--- src/rtl/dn_port_arbiter.sv ---
// Shares the core download/NVRAM port between the HPS ioctl loader and the
// hiscore NVRAM engine, pausing the CPU around every NVRAM engine session.
module dn_port_arbiter #(
  parameter int unsigned ROM_INDEX = 0,
  parameter int unsigned NV_INDEX  = 4,
  parameter int unsigned NV_AW     = 10,
  parameter int unsigned SETTLE    = 2,
  parameter int unsigned RD_LAT    = 1,
  parameter int unsigned TIMEOUT   = 1000000
) (
  input  logic             clk_sys,
  input  logic             reset,
  input  logic             ioctl_download,
  input  logic [7:0]       ioctl_index,
  input  logic             ioctl_wr,
  input  logic [24:0]      ioctl_addr,
  input  logic [7:0]       ioctl_dout,
  output logic             ioctl_wait,
  input  logic             nv_req,
  input  logic             nv_stb,
  input  logic             nv_we,
  input  logic [NV_AW-1:0] nv_addr,
  input  logic [7:0]       nv_wdata,
  output logic             nv_gnt,
  output logic             nv_busy,
  output logic             nv_rvalid,
  output logic [7:0]       nv_rdata,
  output logic             nv_err,
  input  logic             paused,
  output logic             pause_req,
  output logic [15:0]      dn_addr,
  output logic [7:0]       dn_data,
  output logic             dn_wr,
  output logic             dn_nvram_wr,
  output logic             dn_nvram,
  input  logic [7:0]       dn_din
);

  typedef enum logic [2:0] {S_IDLE, S_LOAD, S_PREQ, S_SETTLE, S_GNT, S_REL} state_e;

  typedef struct packed {
    logic [15:0] addr;
    logic [7:0]  data;
    logic        wr;
    logic        nvwr;
    logic        ldnv;   // NVRAM-image download in progress
  } dn_t;

  localparam int unsigned SW = (SETTLE > 1) ? $clog2(SETTLE) : 1;
  localparam int unsigned PW = RD_LAT + 1;
  localparam logic [7:0]    ROM_IDX  = 8'(ROM_INDEX);
  localparam logic [7:0]    NV_IDX   = 8'(NV_INDEX);
  localparam logic [19:0]   TMO_LAST = 20'(TIMEOUT - 1);
  localparam logic [SW-1:0] SET_LAST = SW'(SETTLE - 1);

  state_e          state_q, state_d;
  logic [19:0]     tmo_q, tmo_d;
  logic [SW-1:0]   set_q, set_d;
  logic [RD_LAT:0] vld_pipe_q, vld_pipe_d;
  logic [7:0]      rdata_q, rdata_d;
  dn_t             dn_q, dn_d;

  logic busy, tmo_hit, acc, rd_acc, is_rom, is_nv, rvalid;
  logic unused_addr_hi;

  assign unused_addr_hi = ^ioctl_addr[24:16];
  assign is_rom  = (ioctl_index == ROM_IDX);
  assign is_nv   = (ioctl_index == NV_IDX);
  assign busy    = |vld_pipe_q;
  assign tmo_hit = (state_q == S_PREQ) && (tmo_q == TMO_LAST);
  // Strobes are only honoured in a live, unaborted session with no read in flight.
  assign acc     = (state_q == S_GNT) && nv_req && !ioctl_download && nv_stb && !busy;
  assign rd_acc  = acc && !nv_we;
  assign rvalid  = vld_pipe_q[RD_LAT] && (state_q == S_GNT) && !ioctl_download;

  always_ff @(posedge clk_sys) begin
    if (reset) state_q <= S_IDLE;
    else       state_q <= state_d;
  end

  always_comb begin
    state_d = state_q;
    case (state_q)
      S_IDLE:   if (ioctl_download) state_d = S_LOAD;
                else if (nv_req)    state_d = S_PREQ;
      S_LOAD:   if (!ioctl_download) state_d = S_IDLE;
      S_PREQ:   if (ioctl_download) state_d = S_LOAD;
                else if (!nv_req)   state_d = S_REL;
                else if (paused)    state_d = S_SETTLE;
                else if (tmo_hit)   state_d = S_REL;
      S_SETTLE: if (ioctl_download) state_d = S_LOAD;
                else if (!nv_req)   state_d = S_REL;
                else if (paused && set_q == SET_LAST) state_d = S_GNT;
      S_GNT:    if (ioctl_download)     state_d = S_LOAD;
                else if (!nv_req && !busy) state_d = S_REL;
      S_REL:    state_d = ioctl_download ? S_LOAD : S_IDLE;
      default:  state_d = S_IDLE;
    endcase
  end

  always_comb begin
    pause_req  = (state_q == S_PREQ) || (state_q == S_SETTLE) || (state_q == S_GNT);
    nv_gnt     = (state_q == S_GNT);
    nv_err     = tmo_hit && !ioctl_download && nv_req && !paused;
    ioctl_wait = ioctl_download && (state_q != S_LOAD);
  end

  always_comb begin
    tmo_d = '0;
    if (state_q == S_PREQ) tmo_d = (tmo_q == 20'hFFFFF) ? tmo_q : tmo_q + 20'd1;
    set_d = '0;
    if (state_q == S_SETTLE && paused) set_d = set_q + SW'(1);
    // Leaving GNT (release or abort) flushes any read still in the pipe.
    vld_pipe_d = (state_d == S_GNT) ? ((vld_pipe_q << 1) | PW'(rd_acc)) : '0;
    rdata_d    = rvalid ? dn_din : rdata_q;

    dn_d      = dn_q;
    dn_d.wr   = 1'b0;
    dn_d.nvwr = 1'b0;
    dn_d.ldnv = 1'b0;
    if (state_q == S_LOAD && ioctl_download) begin
      dn_d.addr = ioctl_addr[15:0];
      dn_d.data = ioctl_dout;
      dn_d.wr   = ioctl_wr && is_rom;
      dn_d.nvwr = ioctl_wr && is_nv;
      dn_d.ldnv = is_nv;
    end else if (acc) begin
      dn_d.addr = 16'(nv_addr);
      if (nv_we) begin
        dn_d.data = nv_wdata;
        dn_d.nvwr = 1'b1;
      end
    end
  end

  always_ff @(posedge clk_sys) begin
    if (reset) begin
      tmo_q      <= '0;
      set_q      <= '0;
      vld_pipe_q <= '0;
      rdata_q    <= '0;
      dn_q       <= '0;
    end else begin
      tmo_q      <= tmo_d;
      set_q      <= set_d;
      vld_pipe_q <= vld_pipe_d;
      rdata_q    <= rdata_d;
      dn_q       <= dn_d;
    end
  end

  assign nv_busy     = busy;
  assign nv_rvalid   = rvalid;
  assign nv_rdata    = rvalid ? dn_din : rdata_q;
  assign dn_addr     = dn_q.addr;
  assign dn_data     = dn_q.data;
  assign dn_wr       = dn_q.wr;
  assign dn_nvram_wr = dn_q.nvwr;
  assign dn_nvram    = dn_q.ldnv || (state_q == S_GNT);

endmodule
--- config.mk ---
export PLATFORM = sky130hd
export DESIGN_NAME = dn_port_arbiter
export DESIGN_NICKNAME = d
export VERILOG_FILES = /design/src/rtl/dn_port_arbiter.sv
export SDC_FILE = /design/constraint.sdc
export NUM_CORES = 1
export LEC_CHECK = 0
export ABC_AREA = 0
export BUFFER_PORTS_ARGS = -buffer_cell sky130_fd_sc_hd__buf_2
export CORE_UTILIZATION = 35
export CTS_CLUSTER_SIZE = 8
export DETAILED_ROUTE_END_ITERATION = 6
export SETUP_SLACK_MARGIN = 0.02
export SLEW_MARGIN = 20
export SYNTH_ARGS = -nofsm -noshare
export SYNTH_HDL_FRONTEND = slang
export SYNTH_SLANG_ARGS = --single-unit
--- constraint.sdc ---
create_clock -name clk_sys -period 2 [get_ports clk_sys]
set_input_delay 0.4 -clock clk_sys [delete_from_list [all_inputs] [get_ports clk_sys]]
set_output_delay 0.4 -clock clk_sys [all_outputs]
set_load 0.005 [all_outputs]
; Word level (Yosys, flattened, before mapping)
; Index checks and enable logic that the tools add are counted.
[word_totals]
regBits = 61
out_inout_bits = 41
in_bits = 75
[classes]
eq_ne = 10
reduce_logical = 36
bitwise_logic = 5
add_sub_neg = 2
muxes = 21
[op_table]
columns = operator, count
row1 = $mux W24, 2
row2 = $eq A20 B20 Y1 const B, 2
row3 = $mux W3, 12
row4 = $add A20 B1 Y20 const B, 1
row5 = $logic_and A1 B1 Y1, 18
row6 = $pmux W3 S6, 1
row7 = $mux W8, 2
row8 = $reduce_or A2 Y1, 5
row9 = $eq A3 B3 Y1 const B, 3
row10 = $eq A8 B3 Y1 const B, 1
row11 = $logic_not A8 Y1, 1
row12 = $eq A3 B2 Y1 const B, 2
row13 = $logic_not A1 Y1, 5
row14 = $mux W1, 4
row15 = $not A1 Y1, 4
row16 = $reduce_bool A2 Y1, 2
row17 = $eq A3 B1 Y1 const B, 1
row18 = $logic_not A3 Y1, 1
row19 = $logic_or A1 B1 Y1, 3
row20 = $ne A3 B1 Y1 const B, 1
row21 = $or A2 B1 Y2, 1
row22 = $reduce_and A2 Y1, 1
row23 = $add A1 B1 Y1 const B, 1

; Logic depth before layout (Yosys ltp)
[logic_depth]
word_depth = 10
mapped_depth = 8
mapped_depth_nobuf = 5

; Worst setup path before layout
; No wires, ideal clock.
[synth_path]
path_kind = flip-flop to output port
from = reg tmo_q[7]
to = out nv_err
required_ns = 1.600
path_slack_ns = -0.182
path_stages_with_launch = 5
arrival_ns = 1.782
path_cell_list = dfxtp_1 or4b_1 or4b_1 nor4_2 and3b_1
[synth_between]
elab_chain_cells = 5
[synth_rtl]
columns = item, line_no
row1 = start: declaration, 57  ; logic [19:0] tmo_q, tmo_d;
row2 = start signal: assignment, 144  ; tmo_q <= tmo_d;
row3 = $eq A20 B20 Y1, 70  ; assign tmo_hit = (state_q == S_PREQ) && (tmo_q == TMO_LAST);
row4 = $logic_and A1 B1 Y1, 70
row5 = $logic_and A1 B1 Y1 (3 in a row), 104  ; nv_err = tmo_hit && !ioctl_download && nv_req && !paused;
row6 = end: declaration, 28  ; output logic nv_err,
; Every way passes these cells.

; Worst setup path after layout
[layout_path]
from = reg tmo_q[13]
to = out nv_err
; The elaborated chain is that of the path after synthesis.

==> key figures <==
Run status
  • Status: finished, violations left
  • Failing checks: setup timing

Timing
  • Crit share post-route: 129%
  • Hold WS: between 0.2 and 0.25 ns
  • FMAX: around 0.4 GHz
  • Setup TNS: -1.57 ns
  • Worst Tran Pin Value: slightly above 0.4 ns
  • Max-slew violations: 0
  • RSZ-0062 raised after global routing: true
  • Final hold vios: 0
  • Clock period minus worst slack: roughly 2.6 ns
  • Setup ws final: -0.573 ns
  • Relative slew margins: 72.3%
  • Final setup violation count: 11
  • Layout Skew: 0.0164 ns

Clock network
  • Clk slew on worst S/H paths: 0.08 ns
  • CTS tree: yes
  • Number of H-tree levels: 3
  • Clock root cell: clkbuf_8
  • Clk Latency, worst-skew pair: about 0.34 ns
  • Clk buf depth: 2
  • Num CTS Buffers: 9
  • CTS Sinks: 61

Drt
  • DR WL/cell: between 10 and 15 um
  • TritonRoute pass-1 iters: 4
  • 1st-iter DRT viols: 128
  • Post-route ant nets: 0
  • Final WL: just under 8000 um
  • Routed vias/inst: 5.26
  • Residual DRC: 0
  • Vias post-DR: roughly 3100

Floorplan
  • Die area: around 9500 um2
  • Die span in y: around 97 um
  • Starting density of the core: between 30 and 40%
  • Chip Width: ~100 um
  • # rows: 34
  • Core Box Area: between 8000 and 9000 um2
  • IO Count: roughly 120

Cells and area
  • Layout area overhead: 28.4%
  • Util after Layout: between 40% and 50%
  • # nets final: approximately 550
  • Layout fillers: ~860
  • Diodes inserted: 0
  • Share of layout cells above drive strength 1: between 30% and 40%

Critical path
  • RR Endpoint: vld_pipe_q[1]$_SDFF_PP0_
  • Crit end category: output port
  • WP data required: 1.60 ns
  • Worst EP arrival: 2.17 ns
  • CP Class: reg -> out
  • Reg-to-Reg Start: tmo_q[13]$_SDFFE_PP0P_
  • Crit start category: flip-flop
  • Critical path peak fanout: 2
  • Reg2reg path depth: 4
  • R2R setup slack: -0.04 ns

Pwr
  • Leakage: ~1.9 nW
  • Sw Share: a little under a quarter
  • Final Power: between 0.002 and 0.003 W
  • Comb pwr share: under 10%
  • Peak VDD IR: 0.344 mV
  • Clock power share: 45.2%
  • Share of power burned in registers: 46.2%
  • Pwr/cell area: ~670 nW/um2
  • Int Power: 0.00207 W
  • Switching Power: 0.000653 W

Yosys
  • Mapped Cells: between 300 and 400
  • Mean Syn Cell Area: 8.58 um2
  • Top-count cell post-synth: dfxtp_1
  • Post-synth EDFFs: 0
  • Synth top cells by count: dfxtp_1, nand2_1, buf_4, a21oi_1, nor2_1
  • Synth Cell Area: 3180 um2
  • Net Count, Synth: around 450
  • Cell variety after synth: 53
  • Yosys reg bits: 61
  • Yosys warns: 0
  • Largest area contributor in the netlist: dfxtp_1
  • Fraction of registers with async set/reset: 0%
  • Synth Flop Type: dfxtp_1
  • Top post-synthesis cells by area: dfxtp_1, buf_4, nand2_1
  • Share of the synthesized area in the top cell type: a little under two fifths
  • Seq/Total Area, Yosys: around two fifths

Global routing
  • Initial antenna violation count: 0
  • First-pass GRT wire length: ~13000 um
  • Grt total ovfl: 0
  • Largest net degree at the start of global routing: 36
  • Number of global-route vias before repair: 2909
  • GRT Overall Usage: 17.0%

Placement
  • Gpl congestion: about 0.83
  • Port Buffers: around 110
  • Post-DP HPWL: roughly 5700 um

Min path
  • WHS Endpoint: vld_pipe_q[0]$_SDFF_PP0_
  • Worst hold start: nv_we
  • Hold Path Class: in -> reg
  • Worst Hold Depth: 2

Job
  • Max-Cap Viols: 0
-- sequential cells by signal, indices dropped and copies added (netlist names) --
signal       count
tmo_q           20
dn_addr         16
dn_data          8
rdata_q          8
state_q          3
vld_pipe_q       2
dn_nvram_wr      1
dn_q             1
dn_wr            1
set_q            1
-- power groups by stage --
stage	combinational, W	clock, W	sequential [W]
final	0.000236	0.00123	0.00126
after CTS	0.000238	0.00127	0.00126
after global routing	0.000264	0.00132	0.00126
after global placement	0.000231	0	0.00129
after detailed placement	0.000235	0	0.00129
after floorplan	0.000144	0	0.00128
-- repair_timing --
action | CTS | global route
buffers inserted | 0 | 1
cloned | 1 | 0
hold buffers | 0 | 0
setup endpoints to repair | 12 | 12
gates resized for setup | 8 | 5
pin swaps | 0 | 5
-- metal layers --
| metal | vias to the layer above | part of all wire (%) | GRT usage, % | wire, um |
|---|---|---|---|---|
| met4 | 0 | 2.7 | 7.92 | 207 |
| li1 | 1537 | - | - | - |
| met1 | 1415 | 46 | 22.1 | 3610 |
| met2 | 102 | 46 | 26.5 | 3580 |
| met5 | - | 0 | 0 | 0 |
| met3 | 17 | 4.9 | 4.03 | 385 |
-- how the worst max path moves through the flow --
stage,startpoint,endpoint,slack [ns],cells after the start
final,tmo_q[13]$_SDFFE_PP0P_,nv_err,-0.57,5
after global routing,tmo_q[13]$_SDFFE_PP0P_,nv_err,-0.65,5
after CTS,tmo_q[7]$_SDFFE_PP0P_,nv_err,-0.62,5
after detailed placement,tmo_q[7]$_SDFFE_PP0P_,nv_err,-0.28,5
after global placement,tmo_q[7]$_SDFFE_PP0P_,nv_err,-0.25,5
after floorplan,tmo_q[7]$_SDFFE_PP0P_,nv_err,-0.18,4
-- final cells by class --
type	count	area (um2)	area share (%)
inverters	6	25.0	0.612
well taps	108	135	3.30
repair buffers	138	791	19.3
multi-input cells	255	1690	41.4
clock buffers	9	124	3.03
clock inverters	7	98.8	2.42
flip-flops and latches	61	1220	29.9
-- cells by family after synthesis --
| kind of cell | after synthesis | synth area share (%) |
|---|---|---|
| mux | 19 | 6.29 |
| simple gates | 153 | 26.2 |
| fa+ha+maj | 1 | 0.393 |
| flops | 61 | 38.3 |
| buf+inv | 56 | 10.2 |
| compound gates | 81 | 18.5 |
-- per-stage QoR --
step / setup slack [ns] / area (um2) / std cells
global route: -0.654 / 4090 / 584
detailed placement: -0.284 / 3800 / 566
global placement: -0.255 / 3800 / 566
finish: -0.573 / 4090 / 584
CTS: -0.625 / 4070 / 583
floorplan: -0.182 / 3180 / 371
-- critical path, stage by stage (launching register included) --
cell and delay (ns):
dfxtp_2 0.32, or4b_4 0.52, or4b_4 0.56, nor4_4 0.15, and3b_1 0.19, buf_2 0.11
-- placed cells by master, fill, tap and decap left out, types with 3 or more instances in the layout --
cell,n
a311oi_1,10
nor4_1,4
nor4b_1,3
or2_2,3
buf_4,29
nor2b_1,9
o31ai_1,4
nand4_1,8
or4_1,3
and4_1,7
a2111o_1,6
mux2_2,8
nor3_1,6
o21a_1,5
clkbuf_8,9
a21oi_1,23
buf_2,106
o21ai_0,11
a21boi_0,3
inv_1,5
nand2b_1,3
nand2_1,44
nor2_1,21
nand3_1,17
and3_1,7
dfxtp_2,3
dfxtp_1,58
mux2i_1,11
a211oi_1,9
Power figures use the tool's default switching activity.
